==> src/rtl/traffic_ctrl_param.sv <==
// Two-approach traffic-light controller: one phase FSM, all-red clearance,
// demand-driven left turns, night flashing yellow and saturating BCD countdowns.
module traffic_ctrl_param #(
    parameter int unsigned TICK_DIV  = 1,
    parameter int unsigned T_GREEN_A = 40,
    parameter int unsigned T_LEFT_A  = 15,
    parameter int unsigned T_GREEN_B = 30,
    parameter int unsigned T_LEFT_B  = 15,
    parameter int unsigned T_YELLOW  = 5,
    parameter int unsigned T_ALLRED  = 2,
    parameter int unsigned DIGITS    = 2
) (
    input  logic                  clk,
    input  logic                  rst,
    input  logic                  en,
    input  logic                  night,
    input  logic                  left_req_a,
    input  logic                  left_req_b,
    output logic [3:0]            lampa,
    output logic [3:0]            lampb,
    output logic [4*DIGITS-1:0]   acount,
    output logic [4*DIGITS-1:0]   bcount
);

    function automatic longint unsigned pow10(input int unsigned n);
        longint unsigned p;
        p = 64'd1;
        for (int unsigned i = 0; i < n; i++) p = p * 64'd10;
        return p;
    endfunction

    localparam int unsigned SUM_A   = T_GREEN_A + T_LEFT_A + 2 * T_YELLOW + T_ALLRED;
    localparam int unsigned SUM_B   = T_GREEN_B + T_LEFT_B + 2 * T_YELLOW + T_ALLRED;
    localparam int unsigned MAX_SUM = (SUM_A > SUM_B) ? SUM_A : SUM_B;
    localparam int unsigned CW      = $clog2(MAX_SUM + 1);
    localparam int unsigned PW      = (TICK_DIV > 1) ? $clog2(TICK_DIV) : 1;
    localparam longint unsigned BCD_MAX = pow10(DIGITS) - 64'd1;
    localparam bit HAS_CLR = (T_ALLRED != 0);

    localparam logic [CW-1:0] TGA = CW'(T_GREEN_A);
    localparam logic [CW-1:0] TLA = CW'(T_LEFT_A);
    localparam logic [CW-1:0] TGB = CW'(T_GREEN_B);
    localparam logic [CW-1:0] TLB = CW'(T_LEFT_B);
    localparam logic [CW-1:0] TY  = CW'(T_YELLOW);
    localparam logic [CW-1:0] TAR = CW'(T_ALLRED);

    localparam logic [3:0] L_RED  = 4'b1000;
    localparam logic [3:0] L_YEL  = 4'b0100;
    localparam logic [3:0] L_GRN  = 4'b0010;
    localparam logic [3:0] L_LEFT = 4'b0001;
    localparam logic [3:0] L_DARK = 4'b0000;

    typedef enum logic [3:0] {
        HOLD, A_GO, A_Y1, A_LEFT, A_Y2, CLR_A,
        B_GO, B_Y1, B_LEFT, B_Y2, CLR_B, NIGHT
    } state_t;

    state_t          state, state_n;
    logic [CW-1:0]   rem, rem_n;
    logic            blink, blink_n;
    logic            left_a, left_a_n, left_b, left_b_n;
    logic [PW-1:0]   presc;
    logic            tick_c;
    logic [3:0]      lampa_n, lampb_n;
    logic [CW-1:0]   acnt_n, bcnt_n;
    logic [CW-1:0]   extra_a, extra_b;

    function automatic state_t next_phase(input state_t s, input logic la, input logic lb);
        state_t r;
        r = HOLD;
        case (s)
            HOLD:    r = A_GO;
            A_GO:    r = A_Y1;
            A_Y1:    r = la ? A_LEFT : (HAS_CLR ? CLR_A : B_GO);
            A_LEFT:  r = A_Y2;
            A_Y2:    r = HAS_CLR ? CLR_A : B_GO;
            CLR_A:   r = B_GO;
            B_GO:    r = B_Y1;
            B_Y1:    r = lb ? B_LEFT : (HAS_CLR ? CLR_B : A_GO);
            B_LEFT:  r = B_Y2;
            B_Y2:    r = HAS_CLR ? CLR_B : A_GO;
            CLR_B:   r = A_GO;
            NIGHT:   r = HAS_CLR ? CLR_B : A_GO;
            default: r = HOLD;
        endcase
        return r;
    endfunction

    function automatic logic [CW-1:0] phase_len(input state_t s);
        logic [CW-1:0] r;
        r = '0;
        case (s)
            A_GO:                    r = TGA;
            B_GO:                    r = TGB;
            A_LEFT:                  r = TLA;
            B_LEFT:                  r = TLB;
            A_Y1, A_Y2, B_Y1, B_Y2:  r = TY;
            CLR_A, CLR_B:            r = TAR;
            default:                 r = '0;
        endcase
        return r;
    endfunction

    function automatic logic [4*DIGITS-1:0] to_bcd(input logic [CW-1:0] v);
        logic [4*DIGITS-1:0] r;
        int unsigned         x;
        r = '0;
        x = 32'(v);
        if (64'(x) > BCD_MAX) begin
            r = {DIGITS{4'h9}};
        end else begin
            for (int i = 0; i < int'(DIGITS); i++) begin
                r[4*i +: 4] = 4'(x % 32'd10);
                x = x / 32'd10;
            end
        end
        return r;
    endfunction

    assign tick_c = en && (presc == PW'(TICK_DIV - 1));

    // Tick prescaler, held clear while disabled
    always_ff @(posedge clk or posedge rst) begin
        if (rst)                presc <= '0;
        else if (!en || tick_c) presc <= '0;
        else                    presc <= presc + PW'(1);
    end

    // Phase sequencing: enable beats night, night beats the normal sequence
    always_comb begin
        state_n  = state;
        rem_n    = rem;
        blink_n  = blink;
        left_a_n = left_a;
        left_b_n = left_b;
        if (!en) begin
            state_n = HOLD;
            rem_n   = '0;
            blink_n = 1'b0;
        end else if (tick_c) begin
            if (night) begin
                state_n = NIGHT;
                rem_n   = '0;
                blink_n = (state == NIGHT) ? ~blink : 1'b1;
            end else if (state == HOLD || state == NIGHT || rem <= CW'(1)) begin
                state_n = next_phase(state, left_a, left_b);
                rem_n   = phase_len(state_n);
                blink_n = 1'b0;
                if (state_n == A_GO) left_a_n = left_req_a;
                if (state_n == B_GO) left_b_n = left_req_b;
            end else begin
                rem_n = rem - CW'(1);
            end
        end
    end

    // Lamps and countdowns for the upcoming state; red side adds phases before its green
    always_comb begin
        lampa_n = L_RED;
        lampb_n = L_RED;
        acnt_n  = '0;
        bcnt_n  = '0;
        extra_a = left_a_n ? (TLA + TY) : '0;
        extra_b = left_b_n ? (TLB + TY) : '0;
        case (state_n)
            A_GO:   begin lampa_n = L_GRN;  acnt_n = rem_n; bcnt_n = rem_n + TY + extra_a + TAR; end
            A_Y1:   begin lampa_n = L_YEL;  acnt_n = rem_n; bcnt_n = rem_n + extra_a + TAR; end
            A_LEFT: begin lampa_n = L_LEFT; acnt_n = rem_n; bcnt_n = rem_n + TY + TAR; end
            A_Y2:   begin lampa_n = L_YEL;  acnt_n = rem_n; bcnt_n = rem_n + TAR; end
            B_GO:   begin lampb_n = L_GRN;  bcnt_n = rem_n; acnt_n = rem_n + TY + extra_b + TAR; end
            B_Y1:   begin lampb_n = L_YEL;  bcnt_n = rem_n; acnt_n = rem_n + extra_b + TAR; end
            B_LEFT: begin lampb_n = L_LEFT; bcnt_n = rem_n; acnt_n = rem_n + TY + TAR; end
            B_Y2:   begin lampb_n = L_YEL;  bcnt_n = rem_n; acnt_n = rem_n + TAR; end
            CLR_A, CLR_B: begin acnt_n = rem_n; bcnt_n = rem_n; end
            NIGHT: begin
                lampa_n = blink_n ? L_YEL : L_DARK;
                lampb_n = blink_n ? L_YEL : L_DARK;
            end
            default: ;
        endcase
    end

    always_ff @(posedge clk or posedge rst) begin
        if (rst) begin
            state  <= HOLD;
            rem    <= '0;
            blink  <= 1'b0;
            left_a <= 1'b0;
            left_b <= 1'b0;
            lampa  <= L_RED;
            lampb  <= L_RED;
            acount <= '0;
            bcount <= '0;
        end else begin
            state  <= state_n;
            rem    <= rem_n;
            blink  <= blink_n;
            left_a <= left_a_n;
            left_b <= left_b_n;
            lampa  <= lampa_n;
            lampb  <= lampb_n;
            acount <= to_bcd(acnt_n);
            bcount <= to_bcd(bcnt_n);
        end
    end

endmodule

==> config.mk <==
export PLATFORM = sky130hd
export DESIGN_NAME = traffic_ctrl_param
export DESIGN_NICKNAME = d
export VERILOG_FILES = /design/src/rtl/traffic_ctrl_param.sv
export SDC_FILE = /design/constraint.sdc
export NUM_CORES = 1
export LEC_CHECK = 0
export CORE_UTILIZATION = 35
export DETAILED_ROUTE_END_ITERATION = 6
export PLACE_DENSITY_LB_ADDON = 0.2
export SLEW_MARGIN = 20
export SYNTH_ARGS = -nofsm -noshare
export SYNTH_HDL_FRONTEND = slang
export SYNTH_SLANG_ARGS = --single-unit
==> constraint.sdc <==
create_clock -name clk -period 10.6 [get_ports clk]
set_input_delay 2.65 -clock clk [delete_from_list [all_inputs] [get_ports clk]]
set_output_delay 2.65 -clock clk [all_outputs]
set_load 0.05 [all_outputs]
==> key figures <==
Status
  – Status: complete, no violations

Floorplan
  – Area of the die: ~15000 µm²
  – Die Ht: 123 µm
  – Area of the placeable core: approximately 14000 µm²
  – Die boundary width: around 120 µm
  – I/O pin count: 30
  – # rows: 43
  – Starting utilization of the core area: 36.4%

Drt
  – Iteration-0 DRC count of the detailed router: 473
  – Via count: about 5000
  – Post-route DRC violation count: 0
  – Detailed Routing Iterations Pass 1: 5
  – Mean routed wirelength per cell: between 15 and 20 µm
  – Routed wire length: around 15000 µm
  – Residual antenna-violating net count after detailed routing: 0
  – Routed via count divided by cell count: 6.10

Cells and area
  – Most frequent standard cell in the layout excluding fill and tap cells: sky130_fd_sc_hd__nand2_1
  – Number of antenna repair diodes: 0
  – Fraction of layout instances using a drive strength above 1: a little under an eighth
  – Number of nets in the layout: a little under 700
  – Finished Core Util: about two fifths
  – Most used cells in the layout excluding fill and tap cells: sky130_fd_sc_hd__nand2_1 (52), sky130_fd_sc_hd__a21oi_1 (41), sky130_fd_sc_hd__nor2_1 (38)
  – Signed area change from the synthesized netlist to the final layout: 10.0%

Worst hold path
  – Hold Path End: blink
  – Instance count along the most critical hold path: 2
  – Launch instance of the worst min-delay path: blink
  – Classification of the worst-slack hold path: register to register

Yosys
  – Synthesized netlist cell count: between 600 and 700
  – Top flip-flop cell by instance count after synthesis: sky130_fd_sc_hd__dfrtp_1
  – Synthesized cell area: 5130 µm²
  – #FFs+latches synth: 39
  – Fraction of registers with async set/reset: between 90% and 100%
  – Number of flops mapped to enable cells by yosys: 0
  – Count of yosys warnings during synthesis: 0
  – Synth cell types: 108
  – Sequential-to-total area share from yosys stat: 19.1%
  – Mean area per synthesized cell: about 8 µm²
  – Post-synthesis net count: between 600 and 700

Worst setup path
  – RR Startpoint: state[0]
  – Number of cells on the worst reg-to-reg path: 35
  – Maximum cell stage delay along the critical path: between 0.5 and 0.6 ns
  – Reg-to-reg endpoint: bcount[3]
  – Worst setup EP type: register
  – Cell with the largest stage delay on the worst path: sky130_fd_sc_hd__xnor2_1
  – CP arrival: a little under 10 ns
  – Element type at the critical path start: input port
  – Setup slack, reg-to-reg: around 2.2 ns
  – Data required time at the worst endpoint: roughly 11 ns
  – Maximum fanout encountered on the critical timing path: 18
  – Most used cell along the critical path: sky130_fd_sc_hd__ha_1
  – Worst Setup Path Type: input port to register

Power
  – Cell-internal power: 620 µW
  – Clock network fraction of design power: between 10% and 20%
  – Switching Power: 661 µW
  – Pwr/cell area: 227 nW/µm²
  – Leak: 0.00232 µW
  – Sequential power share: between 10% and 20%
  – Combinational power share: 69.8%
  – Largest vdd supply drop: approximately 0.077 mV
  – Switching share of power: between 50% and 60%

Timing
  – Transition time at the pin with the least slew margin: approximately 0.76 ns
  – Final period demand of the worst path: ~9.5 ns
  – RSZ-0062 raised after global routing: false
  – Setup TNS: 0 ns
  – Setup violators final: 0
  – Portion of the clock cycle consumed by the worst path in the final layout: 89.6%
  – Worst max-slew margin expressed relative to the limit: about half
  – Hold violation count in the final report: 0
  – Count of pins over their slew limit: 0
  – Final setup margin: about 1.1 ns
  – Clock tree skew after final layout: 0.0115 ns
  – Highest clock rate: about 110 MHz

Clock network
  – Hold_buf cts: 0
  – Maximum level of the CTS H-tree: 2
  – Total number of clock tree sinks: 39
  – Number of gates resized after cts: 0
  – Worst-path clk slew: 0.07 ns
  – Post-CTS setup buffer count: 0
  – Skew-Pair Late Insertion Delay: between 0.2 and 0.3 ns
  – Root Buffer: sky130_fd_sc_hd__clkbuf_16
  – Buffer levels on the longest clock path: 2
  – Total clock buffers created by CTS: 5
  – TritonCTS clock tree: done

Global routing
  – Residual overflow from global routing: 0
  – Global-route wire length before repair: around 24000 µm
  – Initial antenna violation count: 0
  – Vias in the first global route: between 4000 and 5000
  – Pin count of the biggest net entering global routing: 40
  – All-layer global routing usage: between 20% and 30%

Placed design
  – Placer congestion estimate: between 0.9 and 1
  – Count of input and output buffers: 29
  – Place WS: just under 0.9 ns
  – HPWL reported at the end of detailed placement: about 11000 µm

Run
  – MaxCap Viol Count: 0
## worst max-delay path: cells and delay by family
| kind | cells | cell delay (ns) |
|---|---|---|
| compound gates | 10 | 1.85 |
| simple gates | 10 | 1.81 |
| mux | 2 | 0.63 |
| fa+ha+maj | 4 | 1.03 |
| xor+xnor | 1 | 0.59 |
| buf+inv | 5 | 1.12 |
## routing by layer
layer / vias up / part of all wire [%] / global-route usage, %
li1: 2421 / - / -
met1: 2399 / 46 / 27.7
met2: 161 / 45 / 31.0
met3: 43 / 3.9 / 1.85
met4: 0 / 5.1 / 12.0
met5: - / 0 / 0
## state kept, by name (all words and copies together), names as in the netlist
name    flops
bcount      8
lampa       4
state       4
presc       1
acount      8
rem         7
blink       1
left_b      1
lampb       4
left_a      1
## power groups by stage
stage               Clock, µW  Sequential (µW)  Combinational, µW
global route              174              227                976
CTS                       170              222                887
floorplan                   0              296                627
detailed placement          0              225                882
global placement            0              225                881
finish                    165              223                894
## cell usage after synthesis (14+ instances only)
master | n | share of area (%)
sky130_fd_sc_hd__a211oi_1 | 14 | 2.1
sky130_fd_sc_hd__a21oi_1 | 41 | 4.0
sky130_fd_sc_hd__buf_2 | 16 | 1.6
sky130_fd_sc_hd__dfrtp_1 | 37 | 18
sky130_fd_sc_hd__ha_1 | 27 | 6.6
sky130_fd_sc_hd__inv_1 | 29 | 2.1
sky130_fd_sc_hd__nand2_1 | 52 | 3.8
sky130_fd_sc_hd__nand3_1 | 22 | 2.1
sky130_fd_sc_hd__nor2_1 | 38 | 2.8
sky130_fd_sc_hd__nor3_1 | 21 | 2.1
sky130_fd_sc_hd__o21ai_0 | 21 | 2.1
sky130_fd_sc_hd__o21ai_1 | 14 | 1.4
sky130_fd_sc_hd__xnor2_1 | 15 | 2.6
## cell type report
type / count / area (µm²)
Multi-Input combinational cell: 525 / 3800
Inverter: 39 / 150
Clock inverter: 1 / 7.51
Timing Repair Buffer: 33 / 320
Fill cell: 1443 / 8460
Tap cell: 180 / 225
Sequential cell: 39 / 978
Clock buffer: 7 / 153
## worst max path at each step
stage / cells after the start / endpoint / from / slack [ns]
2_1_floorplan: 31 / bcount[3] / night / 1.99
3_3_place_gp: 30 / bcount[3] / night / 0.99
3_5_place_dp: 30 / bcount[3] / night / 0.87
4_1_cts: 30 / bcount[3] / night / 1.14
5_1_grt: 32 / bcount[3] / en / 0.49
6_report: 32 / bcount[3] / en / 1.10
## metrics by stage
stage                     total power, µW  area [µm²]  cells  hold WS, ns
after global routing                 1380        5640    824        0.804
after CTS                            1280        5640    824        0.784
after global placement               1110        5480    816        0.774
final                                1280        5640    824        0.775
after floorplan                       923        5130    635        0.583
after detailed placement             1110        5480    816        0.776
## logic make-up after synthesis
group	share of synthesized area [%]
compound gates	32.6
xor+xnor	4.47
fa+ha+maj	8.57
buf+inv	6.69
flops	19.1
mux	2.64
other cells	0.0732
simple gates	25.9
Power figures use the tool's default switching activity.
